--- src/rtl/envelope_follower.sv ---
// Envelope follower: slews an internal fixed-point accumulator toward each input sample
// at programmable rise/fall rates and derives a gate with threshold, hysteresis and hold.
module envelope_follower #(
    parameter int BITDEPTH    = 14,
    parameter int BITFRACTION = 6,
    parameter int HOLDBITS    = 8
) (
    input  logic                sample_clock,
    input  logic                rst,
    input  logic [BITDEPTH-1:0] in,
    input  logic [7:0]          envelope_attack,
    input  logic [7:0]          envelope_decay,
    input  logic [BITDEPTH-1:0] threshold,
    input  logic [BITDEPTH-1:0] hysteresis,
    input  logic [HOLDBITS-1:0] hold_samples,
    output logic [BITDEPTH-1:0] level,
    output logic                gate,
    output logic                gate_onset
);

    localparam int ACCW = BITDEPTH + BITFRACTION;

    localparam logic [1:0] ST_CLOSED = 2'd0;
    localparam logic [1:0] ST_OPEN   = 2'd1;
    localparam logic [1:0] ST_HOLD   = 2'd2;

    logic [ACCW-1:0]     acc_q, acc_d;
    logic [ACCW-1:0]     target_s;
    logic [ACCW:0]       sum_s, diff_s;
    logic [BITDEPTH-1:0] close_level_s;
    logic [1:0]          state_q, state_d;
    logic [HOLDBITS-1:0] cnt_q, cnt_d;
    logic                gate_q, gate_d;
    logic                onset_q, onset_d;

    assign target_s = {in, {BITFRACTION{1'b0}}};
    // One extra bit keeps the carry/borrow visible so the slew can clamp instead of wrapping.
    assign sum_s    = {1'b0, acc_q} + {{(ACCW-7){1'b0}}, envelope_attack};
    assign diff_s   = {1'b0, acc_q} - {{(ACCW-7){1'b0}}, envelope_decay};

    assign close_level_s = (threshold >= hysteresis) ? (threshold - hysteresis)
                                                     : {BITDEPTH{1'b0}};

    assign level      = acc_q[ACCW-1 -: BITDEPTH];
    assign gate       = gate_q;
    assign gate_onset = onset_q;

    // Accumulator slew toward the target, clamped so it never overshoots.
    always_comb begin
        acc_d = acc_q;
        if (target_s > acc_q) begin
            if (envelope_attack == 8'd0) begin
                acc_d = target_s;
            end else if (sum_s > {1'b0, target_s}) begin
                acc_d = target_s;
            end else begin
                acc_d = sum_s[ACCW-1:0];
            end
        end else if (target_s < acc_q) begin
            if (envelope_decay == 8'd0) begin
                acc_d = target_s;
            end else if (diff_s[ACCW] || (diff_s[ACCW-1:0] < target_s)) begin
                acc_d = target_s;
            end else begin
                acc_d = diff_s[ACCW-1:0];
            end
        end else begin
            acc_d = acc_q;
        end
    end

    // Gate FSM, evaluated on the registered level.
    always_comb begin
        state_d = state_q;
        cnt_d   = cnt_q;
        onset_d = 1'b0;
        case (state_q)
            ST_CLOSED: begin
                if (level >= threshold) begin
                    state_d = ST_OPEN;
                    onset_d = 1'b1;
                end else begin
                    state_d = ST_CLOSED;
                end
            end
            ST_OPEN: begin
                if (level < close_level_s) begin
                    if (hold_samples == {HOLDBITS{1'b0}}) begin
                        state_d = ST_CLOSED;
                    end else begin
                        state_d = ST_HOLD;
                        cnt_d   = {{(HOLDBITS-1){1'b0}}, 1'b1};
                    end
                end else begin
                    state_d = ST_OPEN;
                end
            end
            ST_HOLD: begin
                if (level >= close_level_s) begin
                    state_d = ST_OPEN;
                    cnt_d   = {HOLDBITS{1'b0}};
                end else if (cnt_q == hold_samples) begin
                    state_d = ST_CLOSED;
                    cnt_d   = {HOLDBITS{1'b0}};
                end else begin
                    cnt_d = cnt_q + {{(HOLDBITS-1){1'b0}}, 1'b1};
                end
            end
            default: begin
                state_d = ST_CLOSED;
                cnt_d   = {HOLDBITS{1'b0}};
            end
        endcase
        gate_d = (state_d != ST_CLOSED);
    end

    // State registers.
    always_ff @(posedge sample_clock or posedge rst) begin
        if (rst) begin
            acc_q   <= {ACCW{1'b0}};
            state_q <= ST_CLOSED;
            cnt_q   <= {HOLDBITS{1'b0}};
            gate_q  <= 1'b0;
            onset_q <= 1'b0;
        end else begin
            acc_q   <= acc_d;
            state_q <= state_d;
            cnt_q   <= cnt_d;
            gate_q  <= gate_d;
            onset_q <= onset_d;
        end
    end

endmodule

--- config.mk ---
export PLATFORM = sky130hd
export DESIGN_NAME = envelope_follower
export DESIGN_NICKNAME = d
export VERILOG_FILES = /design/src/rtl/envelope_follower.sv
export SDC_FILE = /design/constraint.sdc
export NUM_CORES = 1
export LEC_CHECK = 0
export CORE_ASPECT_RATIO = 1.1
export CORE_UTILIZATION = 61
export DETAILED_ROUTE_END_ITERATION = 12
export PLACE_DENSITY = 0.95
export RECOVER_POWER = 25
export SLEW_MARGIN = 5
export SYNTH_ARGS = -nofsm -noshare
export SYNTH_HDL_FRONTEND = slang
export SYNTH_SLANG_ARGS = --single-unit
--- constraint.sdc ---
create_clock -name sample_clock -period 10.76 [get_ports sample_clock]
set_input_delay 1.614 -clock sample_clock [delete_from_list [all_inputs] [get_ports sample_clock]]
set_output_delay 1.614 -clock sample_clock [all_outputs]
set_load 0.05 [all_outputs]
==> results of run 1 <==
-- cell type report --
class                           instances  area (sq um)
Multi-Input combinational cell        559          4260
Fill cell                             678          2360
Timing Repair Buffer                   85           842
Sequential cell                        32           801
Inverter                               83           312
Tap cell                              114           143
Clock buffer                            5          68.8
Clock inverter                          3          42.5
-- path summary, 6_finish.rpt --
check	start	depth (start not counted)	endpoint	slack, ns
worst min-delay path	acc_q[6]	2	acc_q[6]	0.59
worst max-delay path	envelope_decay[0]	19	acc_q[3]	4.27
max in group asynchronous	rst	3	acc_q[13]	7.23
worst min register to register	acc_q[6]	2	acc_q[6]	0.59
min in group asynchronous	rst	3	acc_q[8]	2.44
worst max register to register	acc_q[0]	19	acc_q[3]	5.59
-- worst register-to-register path: cells and delay by family, from the launching register on --
kind | cells | cell delay [ns]
AO/OA/AOI/OAI | 7 | 2.24
AND/OR/NAND/NOR | 6 | 1.31
adder cells (fa/ha/maj) | 3 | 0.87
flip-flops | 1 | 0.43
buffers and inverters | 2 | 0.15
XOR/XNOR | 1 | 0.13
-- where the power goes --
| group | total [uW] | internal [uW] | switching (uW) | leakage, uW |
|---|---|---|---|---|
| sequential | 283 | 167 | 116 | 0.000400 |
| combinational | 1240 | 507 | 734 | 0.00266 |
| clock | 124 | 68.6 | 55.3 | 0.0000541 |
-- through the flow --
step	setup WS, ns	instances	total power (uW)
finish	4.27	881	1650
global route	3.90	881	1780
CTS	4.33	881	1620
global placement	4.32	873	1440
detailed placement	4.02	873	1490
floorplan	5.22	701	1180
-- cells in the mapped netlist (7+ instances only) --
master	instances
xor2_1	20
a21oi_1	40
a22oi_1	11
buf_4	14
nor2_1	45
nand4_1	22
dfrtp_1	32
nor2b_1	7
nand3_1	18
o21bai_1	7
o21ai_0	25
o221ai_1	7
xnor2_1	33
nor3_1	10
a211oi_1	7
ha_1	104
nand2_1	54
inv_1	83
and3_1	12
a21o_1	18
o21a_1	7
nor4_1	14
-- cells by family after synthesis --
group / after synthesis / synth area share
muxes: 1 / 0.00203
xor gates and xnor gates: 55 / 0.0896
buffers and inverters: 110 / 0.0867
AOI/OAI and AO/OA: 174 / 0.218
DFF: 32 / 0.145
adders and majority gates: 107 / 0.246
and+or+nand+nor: 222 / 0.214
-- sequential cells by signal (all words and copies together), names as in the netlist --
| register | flops |
|---|---|
| acc_q | 20 |
| cnt_q | 8 |
| state_q | 2 |
| gate | 1 |
| gate_onset | 1 |
-- layer usage --
| metal | track usage | vias to the layer above |
|---|---|---|
| met1 | 0.381 | 2620 |
| met5 | 0 | - |
| met2 | 0.664 | 284 |
| li1 | - | 2669 |
| met3 | 0.0484 | 90 |
| met4 | 0.254 | 0 |
==> qor.txt, run 1 <==
layout cells sized above 1 - 0.0456
setup TNS - 0 ns
cell taking the most area after synthesis - ha_1
final clock skew - 0.0101 ns
max layer used - met4
Vias/cell - 6.43
Post-DP HPWL - 13500 um
Sink Count - 32
area delta synth->final - 16.7%
Met1 Wirelength - 6300 um
Final Slew Violations - 33
top-area cell type share of the netlist area - 0.235
DRC viols - 0
Main synth FF type - dfrtp_1
Final Hold Slack - 0.593 ns
Clock Path Buffers - 2
Yosys reg bits - 32
Final Cycle Share - 0.603
fin util - 0.733
first-pass iteration count of the detailed router - 5
initial antenna violation count - 0
Power Dens Cells - 255 nW/um^2
TritonCTS Buffers - 5
Post-Syn Nets - 876
sequential cell area fraction in the yosys report - 0.145
placer congestion estimate - 1.03
Post-CTS Setup Bufs - 0
Routed WL per cell - 19.0 um
Starting Density - 0.628
Clock transition at path regs - 0.08 ns
Core ar. - 8830 sq um
Yosys cell types - 79
cell area after placement - 6360 sq um
async set or reset register ratio after synthesis - 1.00
worst path arrival time - 6.73 ns
Setup Viol. Count Final - 0
largest cells by area after synthesis - ha_1 (23%), dfrtp_1 (14%), inv_1 (5.6%), xnor2_1 (5.2%), nand2_1 (3.7%)
CTS tree - built
slowest stage cell, crit path - a21boi_0
DIE HEIGHT - 102 um
drt initial violations - 254
Final nets - 941
status - complete, but fails checks
final hold violation count - 0
maximum number of pins on one net before global-route repair - 33
hold_buf cts - 0
Root Buffer - clkbuf_8
vias in the first global route - 5836
metal2 WL - 8240 um
Post-DRT Antenna Nets - 0
commonest non-fill, non-tap cell in the layout - ha_1
Post-Syn Area - 5540 sq um
failing checks - capacitance limit, slew limit
row count - 36
CP Capture Type - register
number of flops mapped to enable cells by yosys - 0
startpoint types - input port
total grt overflow - 0
Total Routing Usage GR - 0.361
DIE AREA - 9470 sq um
Max Cap Viol - 1
syn avg cell area - 7.91 sq um
CP required - 10.99 ns
worst skew pair latency - 0.30 ns
FMAX - 0.154 GHz
buffers and inverters on the worst path - 2
Design Area, Final - 6470 sq um
# H-tree levels - 2
CP cell instances - clkdlybuf4s50_1 > ha_1 > inv_1 > fa_1 > a21oi_1 > o22ai_1 > o31a_1 > or2_2 > nor4_2 > xnor2_1 > ha_1 > and4_1 > nand3_1 > nor4_1 > o21ai_0 > a21oi_1 > a21boi_0 > a32oi_1 > nor2_1
final worst path period need - 6.49 ns
RSZ-0062 raised after global routing - no
Peak supply drop - 184 uV
Die W - 92.9 um
first-pass GRT wire length - 26800 um
path type of the worst setup path - input port to register
PostCTS Resize Cnt - 0
I/O Pins - 84
Hold Crit Class - register to register
most frequent cells in the layout - ha_1 (104), inv_1 (83), clkdlybuf4s50_1 (82)
CP max FO - 6
Inserted Diodes - 0
Worst path max stage delay - 0.71 ns
Slew Limit Headroom - -0.278
CP top delay family - compound AO/OA/AOI/OAI gates
Leak Pwr - 0.00312 uW
Mapped Cells - 701
vias - 5663
Tightest Pin Transition - 1.92 ns
WL met3 - 1070 um
final wirelength - 16700 um
Port Buffers - 83
Synthesis Warnings - 0
(Power assumes the default switching activity.)
==> run 2: changes to the inputs <==
- CORE_UTILIZATION: 61 -> 51
- PLACE_DENSITY: 0.95 -> 0.89
- clock period: 10.76 -> 5.4 ns (I/O delays scaled with it)
==> qor.txt, run 2 (synthesized netlist as in run 1, its figures left out) <==
Peak supply drop - 315 uV (+72%)
status - complete, but fails checks
Root Buffer - clkbuf_16
setup TNS - 0 ns (unchanged)
DRC viols - 0 (unchanged)
Clock transition at path regs - 0.06 ns (-0.02 ns)
Design Area, Final - 6770 sq um (+4.6%)
top flop regs - acc_q: 20 flops, cnt_q: 8 flops, state_q: 2 flops
r2r setup slk - 0.83 ns (-4.76 ns)
row count - 39 (+8.3%)
buffers and inverters on the worst path - 3 (+1)
final hold violation count - 0 (unchanged)
final clock skew - 0.00397 ns (-0.00613 ns)
worst path arrival time - 5.42 ns (-1.31 ns)
CP top delay family - compound AO/OA/AOI/OAI gates
Port Buffers - 83 (unchanged)
CP required - 5.61 ns (-5.38 ns)
Tightest Pin Transition - 1.91 ns (-0.00812 ns)
max FFs per register - 20 (unchanged)
most flop-heavy register - acc_q
first-pass iteration count of the detailed router - 6 (+1)
max layer used - met4
final wirelength - 16700 um (-0.13%)
Routed WL per cell - 17.9 um (-5.7%)
layout cells sized above 1 - 0.0797 (+0.0341)
most frequent cells in the layout - ha_1 (104), inv_1 (83), clkdlybuf4s50_1 (82)
WL met3 - 1170 um (+9.4%)
Total Routing Usage GR - 0.299 (-0.0618)
Clock Path Buffers - 2 (unchanged)
Slew Limit Headroom - -0.272 (+0.00542)
path type of the worst setup path - input port to register
hold-critical path depth - 2 (unchanged)
Core ar. - 10500 sq um (+19%)
placer congestion estimate - 0.948 (-7.8%)
FMAX - 0.192 GHz
CP Capture Type - register
vias - 5805 (+2.5%)
critical path's most frequent cell - ha_1
drt initial violations - 436 (+72%)
# H-tree levels - 2 (unchanged)
DIE HEIGHT - 111 um (+9.2%)
R2R cell count - 19 (unchanged)
CP cell instances - clkdlybuf4s50_1 > inv_1 > ha_1 > nor2b_1 > o31a_1 > o41a_1 > a211oi_2 > o21bai_1 > a21oi_1 > o21ai_0 > mux2_2 > ha_1 > nand4_1 > a2111oi_2 > o31ai_4 > a31o_2 > a21boi_1 > buf_4 > nor2_1
Met1 Wirelength - 6690 um (+6.3%)
metal2 WL - 7880 um (-4.3%)
CP max FO - 11 (+5)
fillcell total - 830 (+22%)
final worst path period need - 5.21 ns
Final Cycle Share - 0.964
Sink Count - 32 (unchanged)
total grt overflow - 0 (unchanged)
I/O Pins - 84 (unchanged)
Inserted Diodes - 0 (unchanged)
initial antenna violation count - 0 (unchanged)
Starting Density - 0.528 (-0.0995)
CTS tree - built
Max Cap Viol - 1 (unchanged)
Setup Viol. Count Final - 0 (unchanged)
Worst path max stage delay - 0.54 ns (-0.17 ns)
Vias/cell - 6.22 (-3.2%)
slowest stage cell, crit path - a2111oi_2
first-pass GRT wire length - 26700 um (-0.64%)
Power Dens Cells - 525 nW/um^2 (+110%)
Post-DRT Antenna Nets - 0 (unchanged)
failing checks - capacitance limit, slew limit
Leak Pwr - 0.00326 uW (+4.4%)
cell area after placement - 6570 sq um (+3.3%)
Post-DP HPWL - 13100 um (-2.6%)
area delta synth->final - 22.1%
Hold Crit Class - register to register
Die W - 101 um (+9.2%)
Final nets - 964 (+2.4%)
startpoint types - input port
TritonCTS Buffers - 5 (unchanged)
worst skew pair latency - 0.29 ns (about the same)
commonest non-fill, non-tap cell in the layout - ha_1
DIE AREA - 11300 sq um (+19%)
maximum number of pins on one net before global-route repair - 33 (unchanged)
hold_buf cts - 0 (unchanged)
Final Slew Violations - 33 (unchanged)
critical path depth - 19 (unchanged)
vias in the first global route - 5865 (+0.50%)
## run 2: tightest hold or removal path, stage by stage (launching register included)
cell     delay [ns]
dfrtp_1        0.39
xor2_1         0.08
nor2_1         0.09
## run 2: final timing paths
| path | from | end |
|---|---|---|
| max | hysteresis[1] | cnt_q[2] |
| min | cnt_q[7] | cnt_q[7] |
| max reg2reg | acc_q[0] | acc_q[13] |
| min reg2reg | cnt_q[7] | cnt_q[7] |
| max in group asynchronous | rst | acc_q[13] |
| min in group asynchronous | rst | acc_q[0] |
## run 2: where the power goes
part / leakage, uW / internal [uW] / switching (uW)
combinational: 0.00278 / 1130 / 1520
sequential: 0.000400 / 333 / 223
clock: 0.0000798 / 217 / 126
total: 0.00326 / 1680 / 1870
## run 2: metal layers
layer | vias to the layer above | GRT usage
met5 | - | 0
met1 | 2697 | 0.340
met3 | 90 | 0.0549
li1 | 2713 | -
met2 | 305 | 0.507
met4 | 0 | 0.191
## run 2: cell type report
class | instances | area, sq um | area share
Multi-Input combinational cell | 559 | 4290 | 0.634
Timing Repair Buffer | 108 | 1010 | 0.150
Sequential cell | 32 | 801 | 0.118
Inverter | 83 | 312 | 0.0460
Tap cell | 143 | 179 | 0.0264
Clock buffer | 5 | 125 | 0.0185
Clock inverter | 3 | 42.5 | 0.00629
## run 2: through the flow
step	total power, uW	hold slack, ns	setup WS [ns]	instances	utilization
2_1_floorplan	2360	0.521	0.662	701	-
3_3_place_gp	3020	0.565	-0.143	925	0.626
3_5_place_dp	3090	0.582	-0.221	925	0.626
4_1_cts	3450	0.597	0.0451	933	0.642
5_1_grt	3800	0.631	-0.0313	933	0.645
6_report	3550	0.597	0.194	933	0.645
## run 2: what timing repair did
action                     in CTS  in global routing
setup buffers                   0                  0
hold endpoints to repair        0                  0
gates resized for setup         0                  7
setup endpoints to repair       0                 11
==> run 3: changes to the inputs <==
- GPL_TIMING_DRIVEN: unset -> 0
==> qor.txt, run 3 (synthesized netlist as in run 1, its figures left out) <==
row count - 39 (unchanged)
first-pass iteration count of the detailed router - 7 (+1)
Core ar. - 10500 sq um (unchanged)
Clock Path Buffers - 2 (unchanged)
commonest non-fill, non-tap cell in the layout - ha_1
Routed WL per cell - 17.4 um (-2.5%)
final clock skew - 0.00860 ns (+0.00462 ns)
RSZ-0062 raised after global routing - yes
Root Buffer - clkbuf_16
Hold Crit Class - register to register
Port Buffers - 83 (unchanged)
Gate power share - 0.764 (+0.017)
path type of the worst setup path - input port to register
CTS tree - built
most frequent cells in the layout - ha_1 (104), inv_1 (83), clkdlybuf4s50_1 (82)
Total Routing Usage GR - 0.284 (-0.0151)
Setup Viol. Count Final - 0 (unchanged)
Seq pwr share - 0.142 (-0.015)
Power Dens Cells - 522 nW/um^2 (-0.41%)
TritonCTS Buffers - 5 (unchanged)
Slew Limit Headroom - 0.139 (+0.411)
CP max FO - 10 (-1)
maximum number of pins on one net before global-route repair - 33 (unchanged)
CP Capture Type - register
FMAX - 0.189 GHz (-1.8%)
Final Hold Slack - 0.579 ns (-0.0184 ns)
setup ws final - 0.0993 ns (-0.0950 ns)
placer congestion estimate - 0.967 (+2.0%)
most flop-heavy register - acc_q
Switch Pwr - 1880 uW (+0.37%)
Clock transition at path regs - 0.05 ns (about the same)
startpoint types - input port
DP Worst Slack - -0.901 ns (-0.681 ns)
first-pass GRT wire length - 25200 um (-5.6%)
final hold violation count - 0 (unchanged)
Peak supply drop - 305 uV (-3.0%)
I/O Pins - 84 (unchanged)
Die W - 101 um (unchanged)
Met1 Wirelength - 6630 um (-0.85%)
max FFs per register - 20 (unchanged)
Post-DRT Antenna Nets - 0 (unchanged)
Sink Count - 32 (unchanged)
clock share of power - 0.093 (-0.004)
DIE HEIGHT - 111 um (unchanged)
internal power - 1720 uW (+2.4%)
DRC viols - 0 (unchanged)
max layer used - met4
# H-tree levels - 2 (unchanged)
CP required - 5.55 ns (-0.06 ns)
vias in the first global route - 5524 (-5.8%)
final wirelength - 16500 um (-1.4%)
fillcell total - 854 (+2.9%)
Final nets - 975 (+1.1%)
DIE AREA - 11300 sq um (unchanged)
worst skew pair latency - 0.29 ns (about the same)
worst path arrival time - 5.45 ns (+0.03 ns)
vias - 5721 (-1.4%)
metal2 WL - 7980 um (+1.3%)
layout cells sized above 1 - 0.0974 (+0.0176)
initial antenna violation count - 0 (unchanged)
drt initial violations - 463 (+6.2%)
area delta synth->final - 24.2%
Starting Density - 0.528 (unchanged)
top flop regs - acc_q: 20 flops, cnt_q: 8 flops, state_q: 2 flops
WL met3 - 1060 um (-9.1%)
Max Cap Viol - 0 (-1)
sw frac - 0.522 (-0.00491)
Final Cycle Share - 0.982 (+0.0176)
Tightest Pin Transition - 1.29 ns (-0.618 ns)
status - complete, no violations
Inserted Diodes - 0 (unchanged)
Leak Pwr - 0.00330 uW (+1.3%)
Vias/cell - 6.06 (-2.6%)
hold_buf cts - 0 (unchanged)
total grt overflow - 0 (unchanged)
final worst path period need - 5.30 ns (+0.0950 ns)
Final Slew Violations - 0 (-100%)
Post-DP HPWL - 12600 um (-3.9%)
run 3: cell count changes in the layout (fill, tap and decap cells not counted), moves of 2 or more:
cell,delta
a21boi_2,+2
a21oi_1,-2
a21oi_2,+2
buf_2,+5
clkbuf_1,+2
run 3: worst max-delay path: stages:
cell and delay [ns]:
clkdlybuf4s50_1 0.49, inv_1 0.05, ha_1 0.25, or4_4 0.46
or3_4 0.37, a21o_1 0.19, a31oi_4 0.32, nand2_1 0.12
xnor2_1 0.17, ha_1 0.32, and4_1 0.23, nand3_1 0.16
nor4_2 0.31, o21ai_1 0.15, a21oi_2 0.30, nand2_2 0.22
buf_6 0.21, o221ai_1 0.19, a22oi_1 0.09
run 3: worst paths after layout:
path | from | endpoint | slack [ns] | cells past startpoint
worst max-delay path | envelope_decay[7] | acc_q[14] | 0.1 | 19
worst min-delay path | cnt_q[7] | cnt_q[7] | 0.58 | 2
worst max register to register | acc_q[7] | acc_q[14] | 0.58 | 17
worst min register to register | cnt_q[7] | cnt_q[7] | 0.58 | 2
max in group asynchronous | rst | acc_q[18] | 3.31 | 2
min in group asynchronous | rst | acc_q[4] | 1.32 | 2
run 3: layout make-up:
cell class,instances,area (sq um),area share
clock buffer,5,125,0.0182
buffer,27,176,0.0256
inverter,83,312,0.0453
tap,143,179,0.0260
sequential,32,801,0.116
clock inverter,3,42.5,0.00618
timing repair buffer,92,898,0.130
multi-input combinational,559,4350,0.632
run 3: power by group through the flow:
stage | logic (uW) | registers (uW) | clock network (uW)
6_report | 2750 | 512 | 336
5_1_grt | 2970 | 528 | 344
4_1_cts | 2610 | 507 | 335
3_5_place_dp | 2530 | 510 | 0
3_3_place_gp | 2470 | 509 | 0
2_1_floorplan | 1890 | 471 | 0
run 3: metrics by stage:
| step | utilization | cells | TNS [ns] | instance area [sq um] | total power (uW) |
|---|---|---|---|---|---|
| after floorplan | - | 701 | 0 | 5540 | 2360 |
| after global placement | 0.624 | 927 | -13.84 | 6550 | 2980 |
| after CTS | 0.646 | 935 | 0 | 6780 | 3450 |
| after global routing | 0.656 | 944 | -0.850 | 6880 | 3840 |
| final | 0.656 | 944 | 0 | 6880 | 3600 |
| after detailed placement | 0.624 | 927 | -15.84 | 6550 | 3040 |
run 3: routing by layer:
layer  global-route usage  vias up
li1                     -     2739
met1                0.329     2610
met2                0.508      299
met3               0.0290       73
met4                0.146        0
met5                    0        -
run 3: repair_timing:
item                       4_1_cts  5_1_grt
gates cloned                     0        0
pin swaps                        2        5
setup endpoints to repair       28       27
resized for setup               14       10
buffers inserted                 0        9
